## config.mk

```make
export PLATFORM = sky130hd
export DESIGN_NAME = postproc_pipeline_flat
export DESIGN_NICKNAME = d
export VERILOG_FILES = /design/src/rtl/postproc_pipeline_if.sv /design/src/rtl/postproc_pipeline.sv /design/src/flat_wrapper.sv
export SDC_FILE = /design/constraint.sdc
export NUM_CORES = 1
export LEC_CHECK = 0
export BUFFER_PORTS_ARGS = -buffer_cell sky130_fd_sc_hd__buf_2
export CORE_MARGIN = 5
export CORE_UTILIZATION = 60
export CTS_BUF_LIST = sky130_fd_sc_hd__clkbuf_8
export CTS_CLUSTER_SIZE = 14
export DETAILED_ROUTE_END_ITERATION = 10
export GPL_TIMING_DRIVEN = 0
export PLACE_DENSITY = 0.82
export SETUP_SLACK_MARGIN = 0.4
export SYNTH_ARGS = -nofsm -noshare
export SYNTH_HDL_FRONTEND = slang
export SYNTH_HIERARCHICAL = 1
export SYNTH_SLANG_ARGS = --single-unit
```

## constraint.sdc

```tcl
create_clock -name PCLK -period 4.3 [get_ports PCLK]
set_input_delay 0.645 -clock PCLK [delete_from_list [all_inputs] [get_ports PCLK]]
set_output_delay 0.645 -clock PCLK [all_outputs]
set_load 0.02 [all_outputs]
```

## src/rtl/postproc_pipeline_if.sv

```systemverilog
// Pixel bus for the post-processing pipeline: line-buffer side in, transmitter side out.
interface postproc_pipeline_if #(
  parameter int IN_BITS   = 4,
  parameter int FADE_BITS = 4,
  parameter int OUT_BITS  = 8,
  parameter int CNT_W     = 11
);
  logic [IN_BITS-1:0]   R_in, G_in, B_in;
  logic [FADE_BITS-1:0] F_in;
  logic                 HSYNC_in, VSYNC_in, DE_in;
  logic [CNT_W-1:0]     hcnt_in, vcnt_in;
  logic [OUT_BITS-1:0]  R_out, G_out, B_out;
  logic                 HSYNC_out, VSYNC_out, DE_out;

  modport master (
    output R_in, G_in, B_in, F_in, HSYNC_in, VSYNC_in, DE_in, hcnt_in, vcnt_in,
    input  R_out, G_out, B_out, HSYNC_out, VSYNC_out, DE_out
  );
  modport slave (
    input  R_in, G_in, B_in, F_in, HSYNC_in, VSYNC_in, DE_in, hcnt_in, vcnt_in,
    output R_out, G_out, B_out, HSYNC_out, VSYNC_out, DE_out
  );
endinterface

```

## src/rtl/postproc_pipeline.sv

```systemverilog
// Output post-processing: expand/fade, scanlines, border mask. Fixed 4-cycle latency.
// Per-channel datapath (S1..S4) lives in postproc_chan; shared control rides alongside.
module postproc_chan #(
  parameter int IN_BITS   = 4,
  parameter int FADE_BITS = 4,
  parameter int OUT_BITS  = 8
) (
  input  logic                 PCLK,
  input  logic                 reset,
  input  logic [IN_BITS-1:0]   d_in,
  input  logic                 s1_fade,
  input  logic [FADE_BITS-1:0] s1_f,
  input  logic                 s2_dark,
  input  logic [OUT_BITS-1:0]  s2_str,
  input  logic                 s3_hit,
  input  logic [3:0]           s3_br,
  output logic [OUT_BITS-1:0]  q
);
  localparam int PW = OUT_BITS + 1;

  logic [IN_BITS-1:0]  d1;
  logic [OUT_BITS-1:0] d2, d3, rep, expd, mask_px;
  logic [PW-1:0]       fmul, prod;

  // Bit replication fills the full output range (0xA -> 0xAA); fade is d*(F+2) saturated
  always_comb begin
    rep = '0;
    for (int i = 0; i < OUT_BITS; i++)
      rep[OUT_BITS-1-i] = d1[IN_BITS-1-(i % IN_BITS)];
    fmul    = PW'(s1_f) + PW'(2);
    prod    = PW'(d1) * fmul;
    expd    = s1_fade ? (prod[OUT_BITS] ? '1 : prod[OUT_BITS-1:0]) : rep;
    mask_px = OUT_BITS'(s3_br) << (OUT_BITS - 4);
  end

  // S1 capture, S2 expand, S3 scanline subtract (floor at 0), S4 mask
  always_ff @(posedge PCLK) begin
    if (reset) begin
      d1 <= '0;
      d2 <= '0;
      d3 <= '0;
      q  <= '0;
    end else begin
      d1 <= d_in;
      d2 <= expd;
      d3 <= s2_dark ? ((d2 > s2_str) ? d2 - s2_str : '0) : d2;
      q  <= s3_hit ? mask_px : d3;
    end
  end
endmodule

module postproc_pipeline #(
  parameter int IN_BITS   = 4,
  parameter int FADE_BITS = 4,
  parameter int OUT_BITS  = 8,
  parameter int CNT_W     = 11
) (
  input  logic              PCLK,
  input  logic              reset,
  postproc_pipeline_if.slave px,
  input  logic              cfg_fade_en,
  input  logic [1:0]        cfg_sl_mode,
  input  logic [3:0]        cfg_sl_str,
  input  logic [4:0]        cfg_sl_id,
  input  logic [2:0]        cfg_vmult,
  input  logic [2:0]        cfg_hmult,
  input  logic              cfg_mask_en,
  input  logic [CNT_W-1:0]  cfg_mask_hstart,
  input  logic [CNT_W-1:0]  cfg_mask_hstop,
  input  logic [CNT_W-1:0]  cfg_mask_vstart,
  input  logic [CNT_W-1:0]  cfg_mask_vstop,
  input  logic [3:0]        cfg_mask_br,
  output logic              cfg_update
);
  localparam int STAGES = 4;
  localparam int NUM_LANES = 3;

  // shadow configuration, loaded only at the VSYNC leading edge
  logic             sh_fade, sh_mask_en;
  logic [1:0]       sh_mode;
  logic [3:0]       sh_str, sh_br;
  logic [4:0]       sh_sl_id;
  logic [2:0]       sh_vmult, sh_hmult;
  logic [CNT_W-1:0] sh_hstart, sh_hstop, sh_vstart, sh_vstop;

  logic       hs_prev, vs_prev, hs_edge, vs_edge;
  logic [2:0] line_id, col_id, eff_vmult, eff_hmult;
  logic [7:0] sl_id_ext;
  logic       dark_c, hit_c;
  logic [OUT_BITS-1:0] str_c;

  // per-pixel control carried down the pipe so a config swap never splits a pixel
  logic                 s1_fade, s1_dark, s1_hit, s2_dark, s2_hit, s3_hit;
  logic [FADE_BITS-1:0] s1_f;
  logic [OUT_BITS-1:0]  s1_str, s2_str;
  logic [3:0]           s1_br, s2_br, s3_br;
  logic [STAGES:1]      hs_pipe, vs_pipe, vld_pipe;

  logic [NUM_LANES-1:0][IN_BITS-1:0]  rgb_in;
  logic [NUM_LANES-1:0][OUT_BITS-1:0] rgb_out;

  // edges, effective multipliers, darken decision and window test for the incoming pixel
  always_comb begin
    hs_edge   = hs_prev & ~px.HSYNC_in;
    vs_edge   = vs_prev & ~px.VSYNC_in;
    eff_vmult = (sh_vmult == 3'd0) ? 3'd1 : sh_vmult;
    eff_hmult = (sh_hmult == 3'd0) ? 3'd1 : sh_hmult;
    sl_id_ext = {3'b000, sh_sl_id};
    dark_c    = (sh_mode[0] && sl_id_ext[line_id]) || (sh_mode[1] && (col_id == 3'd0));
    str_c     = (OUT_BITS'(sh_str) << (OUT_BITS - 4)) | OUT_BITS'((1 << (OUT_BITS - 4)) - 1);
    hit_c     = sh_mask_en && ((px.hcnt_in < sh_hstart) || (px.hcnt_in >= sh_hstop) ||
                               (px.vcnt_in < sh_vstart) || (px.vcnt_in >= sh_vstop));
  end

  // sync history, shadow load and cfg_update pulse
  always_ff @(posedge PCLK) begin
    if (reset) begin
      hs_prev    <= 1'b1;
      vs_prev    <= 1'b1;
      cfg_update <= 1'b0;
      sh_fade    <= 1'b0;
      sh_mode    <= '0;
      sh_str     <= '0;
      sh_sl_id   <= '0;
      sh_vmult   <= '0;
      sh_hmult   <= '0;
      sh_mask_en <= 1'b0;
      sh_hstart  <= '0;
      sh_hstop   <= '0;
      sh_vstart  <= '0;
      sh_vstop   <= '0;
      sh_br      <= '0;
    end else begin
      hs_prev    <= px.HSYNC_in;
      vs_prev    <= px.VSYNC_in;
      cfg_update <= vs_edge;
      if (vs_edge) begin
        sh_fade    <= cfg_fade_en;
        sh_mode    <= cfg_sl_mode;
        sh_str     <= cfg_sl_str;
        sh_sl_id   <= cfg_sl_id;
        sh_vmult   <= cfg_vmult;
        sh_hmult   <= cfg_hmult;
        sh_mask_en <= cfg_mask_en;
        sh_hstart  <= cfg_mask_hstart;
        sh_hstop   <= cfg_mask_hstop;
        sh_vstart  <= cfg_mask_vstart;
        sh_vstop   <= cfg_mask_vstop;
        sh_br      <= cfg_mask_br;
      end
    end
  end

  // line/column phase; VSYNC takes priority over a coincident HSYNC
  always_ff @(posedge PCLK) begin
    if (reset) begin
      line_id <= '0;
      col_id  <= '0;
    end else begin
      if (vs_edge)
        line_id <= '0;
      else if (hs_edge)
        line_id <= (line_id >= eff_vmult - 3'd1) ? 3'd0 : line_id + 3'd1;
      if (!px.DE_in)
        col_id <= '0;
      else
        col_id <= (col_id >= eff_hmult - 3'd1) ? 3'd0 : col_id + 3'd1;
    end
  end

  // control and sync pipeline, kept in lockstep with the channel datapath
  always_ff @(posedge PCLK) begin
    if (reset) begin
      s1_fade  <= 1'b0;
      s1_f     <= '0;
      s1_dark  <= 1'b0;
      s1_str   <= '0;
      s1_hit   <= 1'b0;
      s1_br    <= '0;
      s2_dark  <= 1'b0;
      s2_str   <= '0;
      s2_hit   <= 1'b0;
      s2_br    <= '0;
      s3_hit   <= 1'b0;
      s3_br    <= '0;
      hs_pipe  <= '1;
      vs_pipe  <= '1;
      vld_pipe <= '0;
    end else begin
      s1_fade  <= sh_fade;
      s1_f     <= px.F_in;
      s1_dark  <= dark_c;
      s1_str   <= str_c;
      s1_hit   <= hit_c;
      s1_br    <= sh_br;
      s2_dark  <= s1_dark;
      s2_str   <= s1_str;
      s2_hit   <= s1_hit;
      s2_br    <= s1_br;
      s3_hit   <= s2_hit;
      s3_br    <= s2_br;
      hs_pipe  <= {hs_pipe[STAGES-1:1], px.HSYNC_in};
      vs_pipe  <= {vs_pipe[STAGES-1:1], px.VSYNC_in};
      vld_pipe <= {vld_pipe[STAGES-1:1], px.DE_in};
    end
  end

  assign rgb_in = {px.R_in, px.G_in, px.B_in};

  for (genvar l = 0; l < NUM_LANES; l++) begin : g_lane
    postproc_chan #(
      .IN_BITS(IN_BITS), .FADE_BITS(FADE_BITS), .OUT_BITS(OUT_BITS)
    ) u_chan (
      .PCLK(PCLK), .reset(reset), .d_in(rgb_in[l]),
      .s1_fade(s1_fade), .s1_f(s1_f),
      .s2_dark(s2_dark), .s2_str(s2_str),
      .s3_hit(s3_hit), .s3_br(s3_br),
      .q(rgb_out[l])
    );
  end

  assign px.R_out     = rgb_out[2];
  assign px.G_out     = rgb_out[1];
  assign px.B_out     = rgb_out[0];
  assign px.HSYNC_out = hs_pipe[STAGES];
  assign px.VSYNC_out = vs_pipe[STAGES];
  assign px.DE_out    = vld_pipe[STAGES];
endmodule

```

## src/flat_wrapper.sv

```systemverilog
// flat-port wrapper written by rule: the top's interface ports become plain ports
module postproc_pipeline_flat 
#(
  parameter int IN_BITS   = 4,
  parameter int FADE_BITS = 4,
  parameter int OUT_BITS  = 8,
  parameter int CNT_W     = 11
)
  (PCLK, reset, cfg_fade_en, cfg_sl_mode, cfg_sl_str, cfg_sl_id, cfg_vmult, cfg_hmult, cfg_mask_en, cfg_mask_hstart, cfg_mask_hstop, cfg_mask_vstart, cfg_mask_vstop, cfg_mask_br, cfg_update, px_R_in, px_G_in, px_B_in, px_F_in, px_HSYNC_in, px_VSYNC_in, px_DE_in, px_hcnt_in, px_vcnt_in, px_R_out, px_G_out, px_B_out, px_HSYNC_out, px_VSYNC_out, px_DE_out);
  postproc_pipeline_if #(.IN_BITS(IN_BITS), .FADE_BITS(FADE_BITS), .OUT_BITS(OUT_BITS), .CNT_W(CNT_W)) px_i ();
  input  logic PCLK;
  input  logic reset;
  input  logic cfg_fade_en;
  input  logic [1:0] cfg_sl_mode;
  input  logic [3:0] cfg_sl_str;
  input  logic [4:0] cfg_sl_id;
  input  logic [2:0] cfg_vmult;
  input  logic [2:0] cfg_hmult;
  input  logic cfg_mask_en;
  input  logic [CNT_W-1:0] cfg_mask_hstart;
  input  logic [CNT_W-1:0] cfg_mask_hstop;
  input  logic [CNT_W-1:0] cfg_mask_vstart;
  input  logic [CNT_W-1:0] cfg_mask_vstop;
  input  logic [3:0] cfg_mask_br;
  output logic cfg_update;
  input wire logic [$bits(px_i.R_in)-1:0] px_R_in;
  input wire logic [$bits(px_i.G_in)-1:0] px_G_in;
  input wire logic [$bits(px_i.B_in)-1:0] px_B_in;
  input wire logic [$bits(px_i.F_in)-1:0] px_F_in;
  input wire logic [$bits(px_i.HSYNC_in)-1:0] px_HSYNC_in;
  input wire logic [$bits(px_i.VSYNC_in)-1:0] px_VSYNC_in;
  input wire logic [$bits(px_i.DE_in)-1:0] px_DE_in;
  input wire logic [$bits(px_i.hcnt_in)-1:0] px_hcnt_in;
  input wire logic [$bits(px_i.vcnt_in)-1:0] px_vcnt_in;
  output wire logic [$bits(px_i.R_out)-1:0] px_R_out;
  output wire logic [$bits(px_i.G_out)-1:0] px_G_out;
  output wire logic [$bits(px_i.B_out)-1:0] px_B_out;
  output wire logic [$bits(px_i.HSYNC_out)-1:0] px_HSYNC_out;
  output wire logic [$bits(px_i.VSYNC_out)-1:0] px_VSYNC_out;
  output wire logic [$bits(px_i.DE_out)-1:0] px_DE_out;
  assign px_i.R_in = px_R_in;
  assign px_i.G_in = px_G_in;
  assign px_i.B_in = px_B_in;
  assign px_i.F_in = px_F_in;
  assign px_i.HSYNC_in = px_HSYNC_in;
  assign px_i.VSYNC_in = px_VSYNC_in;
  assign px_i.DE_in = px_DE_in;
  assign px_i.hcnt_in = px_hcnt_in;
  assign px_i.vcnt_in = px_vcnt_in;
  assign px_R_out = px_i.R_out;
  assign px_G_out = px_i.G_out;
  assign px_B_out = px_i.B_out;
  assign px_HSYNC_out = px_i.HSYNC_out;
  assign px_VSYNC_out = px_i.VSYNC_out;
  assign px_DE_out = px_i.DE_out;
  postproc_pipeline #(.IN_BITS(IN_BITS), .FADE_BITS(FADE_BITS), .OUT_BITS(OUT_BITS), .CNT_W(CNT_W)) u_core (.PCLK(PCLK), .reset(reset), .px(px_i), .cfg_fade_en(cfg_fade_en), .cfg_sl_mode(cfg_sl_mode), .cfg_sl_str(cfg_sl_str), .cfg_sl_id(cfg_sl_id), .cfg_vmult(cfg_vmult), .cfg_hmult(cfg_hmult), .cfg_mask_en(cfg_mask_en), .cfg_mask_hstart(cfg_mask_hstart), .cfg_mask_hstop(cfg_mask_hstop), .cfg_mask_vstart(cfg_mask_vstart), .cfg_mask_vstop(cfg_mask_vstop), .cfg_mask_br(cfg_mask_br), .cfg_update(cfg_update));
endmodule
```

======== Yosys cells after proc, flatten, opt, wreduce, memory -nomap -nowiden ========
Cells that the tools add are included.
storage, ports and cells
  register bits after elaboration ......... 210
  bits in latches ......................... 0
  bits in writable memories ............... 0
  memory bits (read-only) ................. 0
  memories ................................ 0
cells by class
  add/subtract/negate cells ............... 8
  multiply operators ...................... 3
  div/mod/pow operators ................... 0
  order comparisons ....................... 10
  equality and inequality tests ........... 0
  shift-type cells ........................ 0
  muxes and demuxes ....................... 21
  bitwise logic cells ..................... 5
  reduce and logical (&&, ||, !) cells .... 13
operators with widths
  cell                                                number
  2-to-1 mux 8 bit                                    15
  multiplier 4 x 9 -> 9 bit                           3
  > comparator 8 bit                                  3
  subtractor 8 bit                                    3
  greater-or-equal comparator 11 bit                  2
  < comparator 11 bit                                 2
  zero test 3 bit                                     3
  2-to-1 mux 3 bit                                    3
  adder 3 x 1 -> 3 bit, second input constant         2
  greater-or-equal comparator 3 bit                   2
  subtractor 3 x 1 -> 3 bit, second input constant    2
  adder 4 x 2 -> 5 bit, second input constant         1
  logical OR 1 bit                                    4
  < comparator 3 x 4 -> 1 bit, second input constant  1
  2-to-1 mux 4 bit                                    1
  OR reduction 2 bit                                  2
  binary-select mux 1 bit (select 3 bit)              1
  logical AND 1 bit                                   3
  NOT 1 bit                                           3
  OR reduction 3 bit                                  1
  bitwise AND 1 bit                                   2
  2-to-1 mux 1 bit                                    1

======== Depth between registers and ports, before layout ========
Gate-level depths: netlist (run 1).
  depth in word-level cells ............... 5
  gate-level depth with buffers ........... 12

======== Cells and area by module ========
Netlist (run 1), hierarchy kept.
by module, submodules not included
  module                                       instances  cells each  area an instance (sq um)  sequential area each (sq um)
  postproc_pipeline                            1          448         4728.3                    2362.3
  postproc_chan (u_core.g_lane[1].u_chan ...)  2          214         1909.3                    560.5
  postproc_chan (u_core.g_lane[0].u_chan)      1          211         1904.3                    560.5

======== Worst setup path after synthesis (run 1) ========
Ideal clock, no wire load.
  path type ............................... register to register
  from .................................... register u_core.s1_f[1]
  to ...................................... register u_core.g_lane[1].u_chan.d2[0]
  library setup time ...................... 71 ps
  data arrival time ....................... 3259 ps
  data required time ...................... 4229 ps
  path slack .............................. 970 ps
  stages on the path, launching flop included .. 13
  clock period less this slack ............ 3330 ps
  cell sequence ........................... dfxtp_1 ha_1 nand2_1 fa_1 inv_1 fa_1 inv_1 fa_1 nand2b_1 a2111o_1 o211ai_2 nand2_1 a21oi_1
on the way
  longest elaborated chain between the ends .. 4
RTL lines
  what                           RTL line                  source
  start: declaration             postproc_pipeline.sv:94   logic [FADE_BITS-1:0] s1_f;
  start signal: assignment       postproc_pipeline.sv:191  s1_f <= px.F_in;
  adder 4 x 2 -> 5 bit           postproc_pipeline.sv:30   fmul = PW'(s1_f) + PW'(2);
  multiplier 4 x 9 -> 9 bit      postproc_pipeline.sv:31   prod = PW'(d1) * fmul;
  2-to-1 mux 8 bit (2 in a row)  postproc_pipeline.sv:32   expd = s1_fade ? (prod[OUT_BITS] ? '1 : prod[OUT_BITS-1:0]) : rep;
  end signal: assignment         postproc_pipeline.sv:45   d2 <= expd;
  end: declaration               postproc_pipeline.sv:22   logic [OUT_BITS-1:0] d2, d3, rep, expd, mask_px;
No other way between the ends.
A chain may end at the register's enable or synchronous reset.

======== Worst setup path in the final report (run 1) ========
  from .................................... register u_core.s1_f[1]
  to ...................................... register u_core.g_lane[0].u_chan.d2[6]
on the way
  longest elaborated chain between the ends .. 4
RTL lines
  what                           RTL line
  adder 4 x 2 -> 5 bit           postproc_pipeline.sv:30
  multiplier 4 x 9 -> 9 bit      postproc_pipeline.sv:31
  2-to-1 mux 8 bit (2 in a row)  postproc_pipeline.sv:32
  end signal: assignment         postproc_pipeline.sv:45
  end: declaration               postproc_pipeline.sv:22
No other way between the ends.

==> flow_metrics.env, run 1 <==
export IMPL_outcome="finished, final reports clean"
export IMPL_fin_worst_skew_ns=0.0199
export IMPL_peakVddDrop_uv=278
export IMPL_r2r_cells=11
export IMPL_hold_class="primary input to flop"
export IMPL_hold_buffers=0
export IMPL_grt_pass1_wl_um=40100
export IMPL_wl_per_cell_um=15.9
export IMPL_post_cts_buffers=0
export IMPL_grt_pass1_vias=8601
export IMPL_vias_per_cell=5.53
export IMPL_n_fill_cell=1320
export IMPL_gp_congestion=0.904
export IMPL_cts_buffers=35
export IMPL_final_util_pct=71.0
export IMPL_yosysSeqAreaShare_pct=38.7
export IMPL_grt_max_degree=28
export IMPL_rrSetupSlack_ns=0.69
export IMPL_finalMaxSlewViolations=0
export IMPL_synth_area_leaders="dfxtp_1 (39%), ha_1 (14%), a22o_1 (5.6%)"
export IMPL_tns_ns=0
export IMPL_post_route_period_util_pct=84.0
export IMPL_worstMarginPinSlew_ns=1.05
export IMPL_drtPass1Iterations=5
export IMPL_fmax_mhz=277
export IMPL_ant_nets=0
export IMPL_antenna_found_initial=5
export IMPL_cts_resized=0
export IMPL_cts_tree="yes"
export IMPL_place_ws_ns=0.453
export IMPL_synth_cell_type_count=55
export IMPL_hold_path_depth=2
export IMPL_clockBufferDepth=3
export IMPL_synth_async_reset_ratio_pct=0
export IMPL_wl_um=24000
export IMPL_final_layout_size_suffix_gt1_share_pct=17.1
export IMPL_nets=1511
export IMPL_cp_end_kind="flop"
export IMPL_maxCapViolCount=0
export IMPL_track_usage_pct=24.2
export IMPL_io_pins=138
export IMPL_worstSkewPairLatency_ns=0.53
export IMPL_start_kind="flop"
export IMPL_synth_edf_count=0
export IMPL_synth_flop_cell="dfxtp_1"
export IMPL_drc_errors=0
export IMPL_synthToLayoutAreaGrowth_pct=16.6
export IMPL_ys_seq_elements=202
export IMPL_multiInputGateArea_um2=5890
export IMPL_synth_top_area_cell="dfxtp_1"
export IMPL_finalSetupViolCount=0
export IMPL_rows=48
export IMPL_crit_slowest_cell="dfxtp_2"
export IMPL_synth_top_area_share_pct=38.7
export IMPL_setup_worst_path_class="flop to flop"
export IMPL_p_leak_nw=5.57
export IMPL_cts_root_buffer="clkbuf_8"
export IMPL_hold_viol=0
export IMPL_cp_data_arrival_time_ns=4.00
export IMPL_cp_data_required_time_ns=4.69
export IMPL_syn_num_nets=1337
export IMPL_htreeDepth=2
export IMPL_worst_path_max_fanout=18
export IMPL_ys_warn_count=6
export IMPL_fp_dieW_um=142
export IMPL_syn_area_um2=10500
export IMPL_vias=8355
export IMPL_portBuffers=137
export IMPL_drt_first_iter_violations=415
export IMPL_min_period_ns=3.61
export IMPL_cts_sinks=202
export IMPL_p_per_area_nw_per_um2=373
export IMPL_slowest_delay_ns=0.55
export IMPL_avgSynthCellArea_um2=9.61
export IMPL_path_cells="ha_1 > xor2_1 > and2_1 > fa_1 > fa_1 > ha_1 > nor2b_1 > o311ai_1 > o211ai_2 > nor2_2 > a21oi_1"
export IMPL_regArea_um2=4050
export IMPL_finalWorstSetupSlack_ns=0.689
export IMPL_cts_clk_slew_worst_paths_ns=0.06
export IMPL_die_y_um=142
export IMPL_rsz0062_at_grt="no"
export IMPL_grt_overflow=0
export IMPL_die_area_um2=20200
export IMPL_start_util_pct=60.8
export IMPL_core_um2=17200
export IMPL_synthCells=1087
export IMPL_slew_headroom_pct=30.2
export IMPL_dpl_hpwl_um=17800
export IMPL_power_total_mw=4.54
[worst max-delay path, delay by kind of cell (launching register included)]
family / cells / cell delay [ns]
xor gates and xnor gates: 1 / 0.26
AOI/OAI and AO/OA: 3 / 0.59
DFF: 1 / 0.55
adders and majority gates: 4 / 1.51
and+or+nand+nor: 3 / 0.56
[path summary, 6_finish.rpt]
path	to	from
setup / recovery	u_core/g_lane[0].u_chan/d2[6]$_SDFF_PP0_	u_core/s1_f[1]$_SDFF_PP0_
hold / removal	u_core/sh_hstop[5]$_SDFFE_PP0P_	cfg_mask_hstop[5]
setup reg to reg	u_core/g_lane[0].u_chan/d2[6]$_SDFF_PP0_	u_core/s1_f[1]$_SDFF_PP0_
hold reg to reg	u_core/vs_pipe[3]$_SDFF_PP1_	u_core/vs_pipe[2]$_SDFF_PP1_
[final cells by class]
type | instances | share of cell area, %
Timing Repair Buffer | 137 | 5.63
Clock buffer | 41 | 4.63
Tap cell | 225 | 2.31
Clock inverter | 21 | 1.66
Sequential cell | 202 | 33.2
Antenna cell | 1 | 0.0205
Buffer | 28 | 1.09
Inverter | 103 | 3.17
Multi-Input combinational cell | 754 | 48.3
[cell usage after synthesis, drive strengths merged, types with 2 or more instances]
library cell	instances
o31ai	3
and2	51
a311oi	2
nor3	16
dfxtp	202
fa	21
nor2	60
a21oi	70
mux2i	14
nor2b	78
o211ai	4
inv	103
a21boi	5
clkbuf	21
a21o	10
buf	7
o221a	3
ha	119
nand2b	30
a22o	67
or3	5
nand2	32
xnor2	6
and3	5
a211oi	15
nand4	14
and3b	2
o32ai	6
o21bai	15
or4	3
nand3	11
o21a	10
or2	7
o2111a	3
a31oi	2
o21ai	26
nand3b	11
a2111o	2
xor2	16
o22ai	3
[kinds of logic after synthesis]
logic type      synth area share [%]
mux                             1.34
fa+ha+maj                       18.3
simple gates                    17.3
buf+inv                         4.97
flops                           38.7
xor+xnor                        1.84
compound gates                  17.5
[metal layers]
layer  vias up  part of all wire [%]  GRT usage [%]
met5         -                  0.22              0
met4         8                   3.0           8.84
met3        67                   6.8           5.44
met2       259                    48           42.3
met1      3879                    42           29.2
li1       4142                     -              -
[report_power, final]
| part | total, mW | internal, mW | switching (mW) |
|---|---|---|---|
| Clock | 1.89 | 1.12 | 0.772 |
| Combinational | 0.629 | 0.290 | 0.339 |
| Sequential | 2.03 | 1.96 | 0.0653 |
| Total | 4.54 | 3.37 | 1.18 |
[stage by stage]
step / hold WS [ns] / std cells / instance area (µm²)
2_1_floorplan: 0.389 / 1087 / 10500
3_3_place_gp: 0.393 / 1449 / 11400
3_5_place_dp: 0.395 / 1449 / 11400
4_1_cts: 0.284 / 1511 / 12200
5_1_grt: 0.290 / 1512 / 12200
6_report: 0.319 / 1512 / 12200
[flip-flops by register name, indices dropped and copies added (netlist names), 4 cells and up]
name	flops
u_core/g_lane.u_chan/d1	12
u_core/g_lane.u_chan/d2	24
u_core/g_lane.u_chan/d3	24
u_core/g_lane.u_chan/q	24
u_core/hs_pipe	4
u_core/s1_br	4
u_core/s1_f	4
u_core/s1_str	5
u_core/s2_br	4
u_core/s2_str	5
u_core/s3_br	4
u_core/sh_br	4
u_core/sh_hstart	11
u_core/sh_hstop	11
u_core/sh_sl_id	5
u_core/sh_str	4
u_core/sh_vstart	11
u_core/sh_vstop	11
u_core/vld_pipe	4
u_core/vs_pipe	4
[placed cells by master, fill, tap and decap left out, drive strengths merged, types with 16 or more instances in the layout]
master,n
ha,119
buf,144
dfxtp,202
and2,51
nor3,16
clkbuf,62
nor2b,78
fa,21
o21ai,26
a22o,67
nand2,32
xor2,16
inv,119
a21oi,70
nand2b,30
nor2,60
(Power assumes the default switching activity.)
==> run 2, diff against run 1 <==
--- a/config.mk
+++ b/config.mk
@@ -7,12 +7,12 @@
 export LEC_CHECK = 0
 export BUFFER_PORTS_ARGS = -buffer_cell sky130_fd_sc_hd__buf_2
 export CORE_MARGIN = 5
-export CORE_UTILIZATION = 60
+export CORE_UTILIZATION = 54
 export CTS_BUF_LIST = sky130_fd_sc_hd__clkbuf_8
 export CTS_CLUSTER_SIZE = 14
 export DETAILED_ROUTE_END_ITERATION = 10
 export GPL_TIMING_DRIVEN = 0
-export PLACE_DENSITY = 0.82
+export PLACE_DENSITY = 0.78
 export SETUP_SLACK_MARGIN = 0.4
 export SYNTH_ARGS = -nofsm -noshare
 export SYNTH_HDL_FRONTEND = slang
==> constraint.sdc (replaced) <==
create_clock -name PCLK -period 3.3 [get_ports PCLK]
set_input_delay 0.495 -clock PCLK [delete_from_list [all_inputs] [get_ports PCLK]]
set_output_delay 0.495 -clock PCLK [all_outputs]
set_load 0.02 [all_outputs]
==> flow_metrics.env, run 2 (synthesized netlist as in run 1, its figures left out) <==
export IMPL_finalSetupViolCount=0
export IMPL_finalMaxSlewViolations=0
export IMPL_peakVddDrop_uv=360
export IMPL_clockBufferDepth=3
export IMPL_finalWorstSetupSlack_ns=0.0493
export IMPL_power_total_mw=5.90
export IMPL_grt_overflow=0
export IMPL_die_area_um2=22200
export IMPL_power_share_sequential_pct=44.8
export IMPL_final_util_pct=66.8
export IMPL_cts_buffers=35
export IMPL_hold_class="primary input to flop"
export IMPL_slew_headroom_pct=35.8
export IMPL_p_leak_nw=5.60
export IMPL_grt_pass1_wl_um=39600
export IMPL_worstMarginPinSlew_ns=0.962
export IMPL_outcome="finished, final reports clean"
export IMPL_switchingPower_mw=1.53
export IMPL_drt_first_iter_violations=361
export IMPL_min_period_ns=3.25
export IMPL_start_kind="flop"
export IMPL_fin_worst_skew_ns=0.0135
export IMPL_core_um2=18900
export IMPL_layout_common_cells="dfxtp_1 (198), buf_2 (141), ha_1 (111)"
export IMPL_antenna_found_initial=7
export IMPL_vias=8338
export IMPL_rsz0062_at_grt="yes"
export IMPL_swShare_pct=25.9
export IMPL_fin_hold_ws_ns=0.183
export IMPL_combPwrFrac_pct=14.8
export IMPL_final_layout_size_suffix_gt1_share_pct=21.5
export IMPL_htreeDepth=2
export IMPL_die_y_um=149
export IMPL_worst_path_max_fanout=6
export IMPL_cp_data_required_time_ns=3.74
export IMPL_wl_per_cell_um=15.4
export IMPL_fp_dieW_um=149
export IMPL_start_util_pct=55.3
export IMPL_grt_pass1_vias=8400
export IMPL_vias_per_cell=5.36
export IMPL_p_per_area_nw_per_um2=467
export IMPL_cp_data_arrival_time_ns=3.69
export IMPL_hold_viol=0
export IMPL_track_usage_pct=21.7
export IMPL_place_area_um2=11600
export IMPL_clock_power_share_pct=40.4
export IMPL_p_int_mw=4.37
export IMPL_setup_worst_path_class="flop to flop"
export IMPL_worstSkewPairLatency_ns=0.51
export IMPL_cts_clk_slew_worst_paths_ns=0.06
export IMPL_final_common_cell="dfxtp_1"
export IMPL_cts_root_buffer="clkbuf_8"
export IMPL_dpl_cell_count=1484
export IMPL_gp_congestion=0.864
export IMPL_cts_tree="yes"
export IMPL_portBuffers=137
export IMPL_rows=50
export IMPL_nets=1521
export IMPL_stdcell_area_um2=12600
export IMPL_ant_nets=0
export IMPL_fmax_mhz=308
export IMPL_fin_cells=1556
export IMPL_io_pins=138
export IMPL_cp_end_kind="flop"
export IMPL_synthToLayoutAreaGrowth_pct=20.8
export IMPL_post_route_period_util_pct=98.5
export IMPL_maxCapViolCount=0
export IMPL_grt_max_degree=28
export IMPL_drtPass1Iterations=5
export IMPL_drc_errors=0
export IMPL_tns_ns=0
export IMPL_cts_sinks=202
export IMPL_place_ws_ns=-0.0639
export IMPL_dpl_hpwl_um=17700
export IMPL_reg_largest_list="u_core/g_lane.u_chan/d2 x24, u_core/g_lane.u_chan/d3 x24, u_core/g_lane.u_chan/q x24"
export IMPL_wl_um=23900
run 2: path summary, 6_finish.rpt:
check,start,end,slack (ns),depth (start not counted)
setup / recovery,u_core/s1_f[2]$_SDFF_PP0_,u_core/g_lane[0].u_chan/d2[0]$_SDFF_PP0_,0.05,11
hold / removal,px_VSYNC_in,u_core/vs_pipe[1]$_SDFF_PP1_,0.18,3
setup reg to reg,u_core/s1_f[2]$_SDFF_PP0_,u_core/g_lane[0].u_chan/d2[0]$_SDFF_PP0_,0.05,11
hold reg to reg,u_core/vs_pipe[2]$_SDFF_PP1_,u_core/vs_pipe[3]$_SDFF_PP1_,0.41,1
run 2: power groups by stage:
stage          Sequential [mW]  Clock, mW  Combinational, mW
2_1_floorplan             2.67          0              0.593
3_3_place_gp              2.69          0              0.797
3_5_place_dp              2.69          0              0.824
4_1_cts                   2.64       2.43              0.858
5_1_grt                   2.65       2.54              0.988
6_report                  2.64       2.38              0.875
run 2: layout make-up:
type                    instances  area (µm²)
fillers                      1510        6260
multi-input cells             754        6210
flip-flops and latches        202        4050
repair buffers                147         772
clock buffers                  46         633
inverters                     103         387
well taps                     260         325
plain buffers                  28         133
clock inverters                14         110
diodes                          2        5.00
run 2: critical path, cell delays in order, from the launching register on:
cell	delay [ns]
dfxtp_4	0.39
ha_4	0.19
xor2_4	0.19
and2_4	0.16
fa_1	0.47
fa_1	0.56
ha_4	0.21
nor2b_4	0.14
o31a_1	0.29
o211ai_4	0.31
nand2_1	0.11
a21oi_2	0.15
run 2: what timing repair did:
| action | in CTS | in global routing |
|---|---|---|
| gates resized for setup | 30 | 11 |
| endpoints found under the setup margin | 24 | 24 |
| hold buffers | 0 | 0 |
| buffers inserted | 5 | 5 |
| pin swaps | 10 | 4 |
run 2: layer usage:
metal	track usage (%)	vias up	part of all wire [%]
met1	26.6	3869	43
met4	7.05	10	2.5
met3	6.20	52	6.9
met2	36.6	242	47
met5	0	-	0.20
li1	-	4165	-
==> run 3, diff against run 2 <==
--- a/config.mk
+++ b/config.mk
@@ -13,6 +13,7 @@
 export DETAILED_ROUTE_END_ITERATION = 10
 export GPL_TIMING_DRIVEN = 0
 export PLACE_DENSITY = 0.78
+export REMOVE_ABC_BUFFERS = 1
 export SETUP_SLACK_MARGIN = 0.4
 export SYNTH_ARGS = -nofsm -noshare
 export SYNTH_HDL_FRONTEND = slang
==> flow_metrics.env, run 3 (synthesized netlist as in run 1, its figures left out) <==
export IMPL_outcome="finished, final reports clean"
export IMPL_grt_max_degree=94
export IMPL_gp_congestion=0.873
export IMPL_drtPass1Iterations=4
export IMPL_clockBufferDepth=3
export IMPL_die_y_um=149
export IMPL_slowest_delay_ns=0.53
export IMPL_track_usage_pct=19.6
export IMPL_ant_nets=0
export IMPL_reg_largest_list="u_core/g_lane.u_chan/d2 x24, u_core/g_lane.u_chan/d3 x24, u_core/g_lane.u_chan/q x24"
export IMPL_cp_end_kind="flop"
export IMPL_hp_start="cfg_mask_hstart[0]"
export IMPL_finalWorstSetupSlack_ns=0.0674
export IMPL_maxCapViolCount=0
export IMPL_portBuffers=137
export IMPL_peakVddDrop_uv=318
export IMPL_cts_tree="yes"
export IMPL_grt_pass1_vias=8172
export IMPL_wl_per_cell_um=14.3
export IMPL_core_um2=18900
export IMPL_cp_top_family="adder cells"
export IMPL_min_to="u_core/sh_hstart[0]$_SDFFE_PP0P_"
export IMPL_antenna_cells=0
export IMPL_htreeDepth=2
export IMPL_start_util_pct=55.3
export IMPL_final_util_pct=66.7
export IMPL_r2r_cells=11
export IMPL_final_layout_size_suffix_gt1_share_pct=21.8
export IMPL_p_per_area_nw_per_um2=475
export IMPL_path_cells="ha_4 > xor2_4 > and2_1 > fa_1 > fa_1 > ha_4 > nand2b_4 > a2111o_1 > o211ai_4 > nand2_1 > a21oi_2"
export IMPL_final_common_cell="dfxtp_1"
export IMPL_rsz0062_at_grt="yes"
export IMPL_vias_per_cell=5.27
export IMPL_dpl_hpwl_um=15800
export IMPL_fin_worst_skew_ns=0.0148
export IMPL_grt_pass1_wl_um=36800
export IMPL_power_total_mw=5.99
export IMPL_rrSetupSlack_ns=0.07
export IMPL_hold_buffers=0
export IMPL_crit_slowest_cell="fa_1"
export IMPL_worstSkewPairLatency_ns=0.52
export IMPL_grt_overflow=0
export IMPL_worst_path_max_fanout=8
export IMPL_finalMaxSlewViolations=0
export IMPL_min_period_ns=3.23
export IMPL_synthToLayoutAreaGrowth_pct=20.6
export IMPL_r2r_end="u_core/g_lane[2].u_chan/d2[0]$_SDFF_PP0_"
export IMPL_vias=8059
export IMPL_fin_cells=1528
export IMPL_p_leak_nw=5.57
export IMPL_finalSetupViolCount=0
export IMPL_setup_worst_path_class="flop to flop"
export IMPL_wl_um=21900
export IMPL_worstMarginPinSlew_ns=1.01
export IMPL_dpl_cell_count=1460
export IMPL_rows=50
export IMPL_antenna_found_initial=1
export IMPL_drc_errors=0
export IMPL_hold_class="primary input to flop"
export IMPL_fmax_mhz=309
export IMPL_post_route_period_util_pct=98.0
export IMPL_die_area_um2=22200
export IMPL_cts_buffers=34
export IMPL_drt_first_iter_violations=339
export IMPL_cts_root_buffer="clkbuf_8"
export IMPL_tns_ns=0
export IMPL_start_kind="flop"
export IMPL_io_pins=138
export IMPL_layout_common_cells="dfxtp_1 (198), buf_2 (136), ha_1 (110)"
export IMPL_slew_headroom_pct=32.5
export IMPL_reg2reg_from="u_core/s1_f[1]$_SDFF_PP0_"
export IMPL_cp_data_arrival_time_ns=3.68
export IMPL_hold_viol=0
export IMPL_hold_path_depth=2
export IMPL_cp_buffers_inverters=0
export IMPL_cts_sinks=202
export IMPL_fp_dieW_um=149
export IMPL_nets=1493
export IMPL_place_ws_ns=-0.502
export IMPL_cp_data_required_time_ns=3.75
export IMPL_cts_clk_slew_worst_paths_ns=0.06
-- run 3: changes by cell type in the layout (fill, tap and decap cells not counted), moves of 2 or more --
cell        previous run  this run
diode_2                2         0
bufinv_16              2         4
inv_6                  0         2
nand2_2                2         4
clkbuf_1              21         0
nand2_1               30        28
clkbuf_8              46        42
buf_6                  6         1
clkinvlp_4             0         2
buf_2                141       136
buf_16                 0         3
-- run 3: cell type report --
cell class              instances  area [µm²]
clock buffers                  42         578
clock inverters                19         199
fillers                      1561        6290
inverters                     103         387
multi-input cells             754        6220
flip-flops and latches        202        4050
well taps                     260         325
repair buffers                148         847
-- run 3: worst max path at each step --
| stage | from | end | slack [ns] | cells past startpoint |
|---|---|---|---|---|
| after floorplan | px_VSYNC_in | u_core/line_id[0]$_SDFFE_PP0P_ | -0.56 | 4 |
| after detailed placement | u_core/s1_f[1]$_SDFF_PP0_ | u_core/g_lane[0].u_chan/d2[6]$_SDFF_PP0_ | -0.50 | 11 |
| after global placement | reset | u_core/line_id[1]$_SDFFE_PP0P_ | -3.50 | 4 |
| after CTS | u_core/s1_f[1]$_SDFF_PP0_ | u_core/g_lane[2].u_chan/d2[0]$_SDFF_PP0_ | 0.06 | 12 |
| final | u_core/s1_f[1]$_SDFF_PP0_ | u_core/g_lane[2].u_chan/d2[0]$_SDFF_PP0_ | 0.07 | 11 |
| after global routing | u_core/s1_f[1]$_SDFF_PP0_ | u_core/g_lane[1].u_chan/d2[0]$_SDFF_PP0_ | -0.05 | 12 |
-- run 3: what timing repair did --
item | CTS | global route
gates resized for setup | 43 | 15
setup endpoints to repair | 24 | 24
pin swaps | 31 | 14
setup buffers | 7 | 0
-- run 3: worst reg2reg max path: cells and delay by family, from the launching register on --
| family | cells | cell delay [ns] |
|---|---|---|
| DFF | 1 | 0.39 |
| xor gates and xnor gates | 1 | 0.19 |
| adders and majority gates | 4 | 1.50 |
| and+or+nand+nor | 3 | 0.35 |
| AOI/OAI and AO/OA | 3 | 0.73 |
-- run 3: through the flow --
step | hold slack [ns] | cell area [µm²]
floorplan | 0.389 | 10300
global placement | 0.393 | 11300
detailed placement | 0.394 | 11400
CTS | 0.143 | 12500
global route | 0.143 | 12600
finish | 0.179 | 12600
-- run 3: power by group --
part	leakage, nW	internal, mW	switching, mW
Clock	0.421	1.48	1.01
Combinational	3.49	0.417	0.447
Sequential	1.66	2.55	0.0828
Total	5.57	4.45	1.54
-- run 3: metal layers --
| metal | vias to the layer above | global-route usage (%) | part of all wire [%] |
|---|---|---|---|
| li1 | 4111 | - | - |
| met1 | 3708 | 25.3 | 45 |
| met2 | 194 | 32.6 | 47 |
| met3 | 44 | 4.56 | 5.8 |
| met4 | 2 | 6.54 | 2.3 |
| met5 | - | 0 | 0.050 |
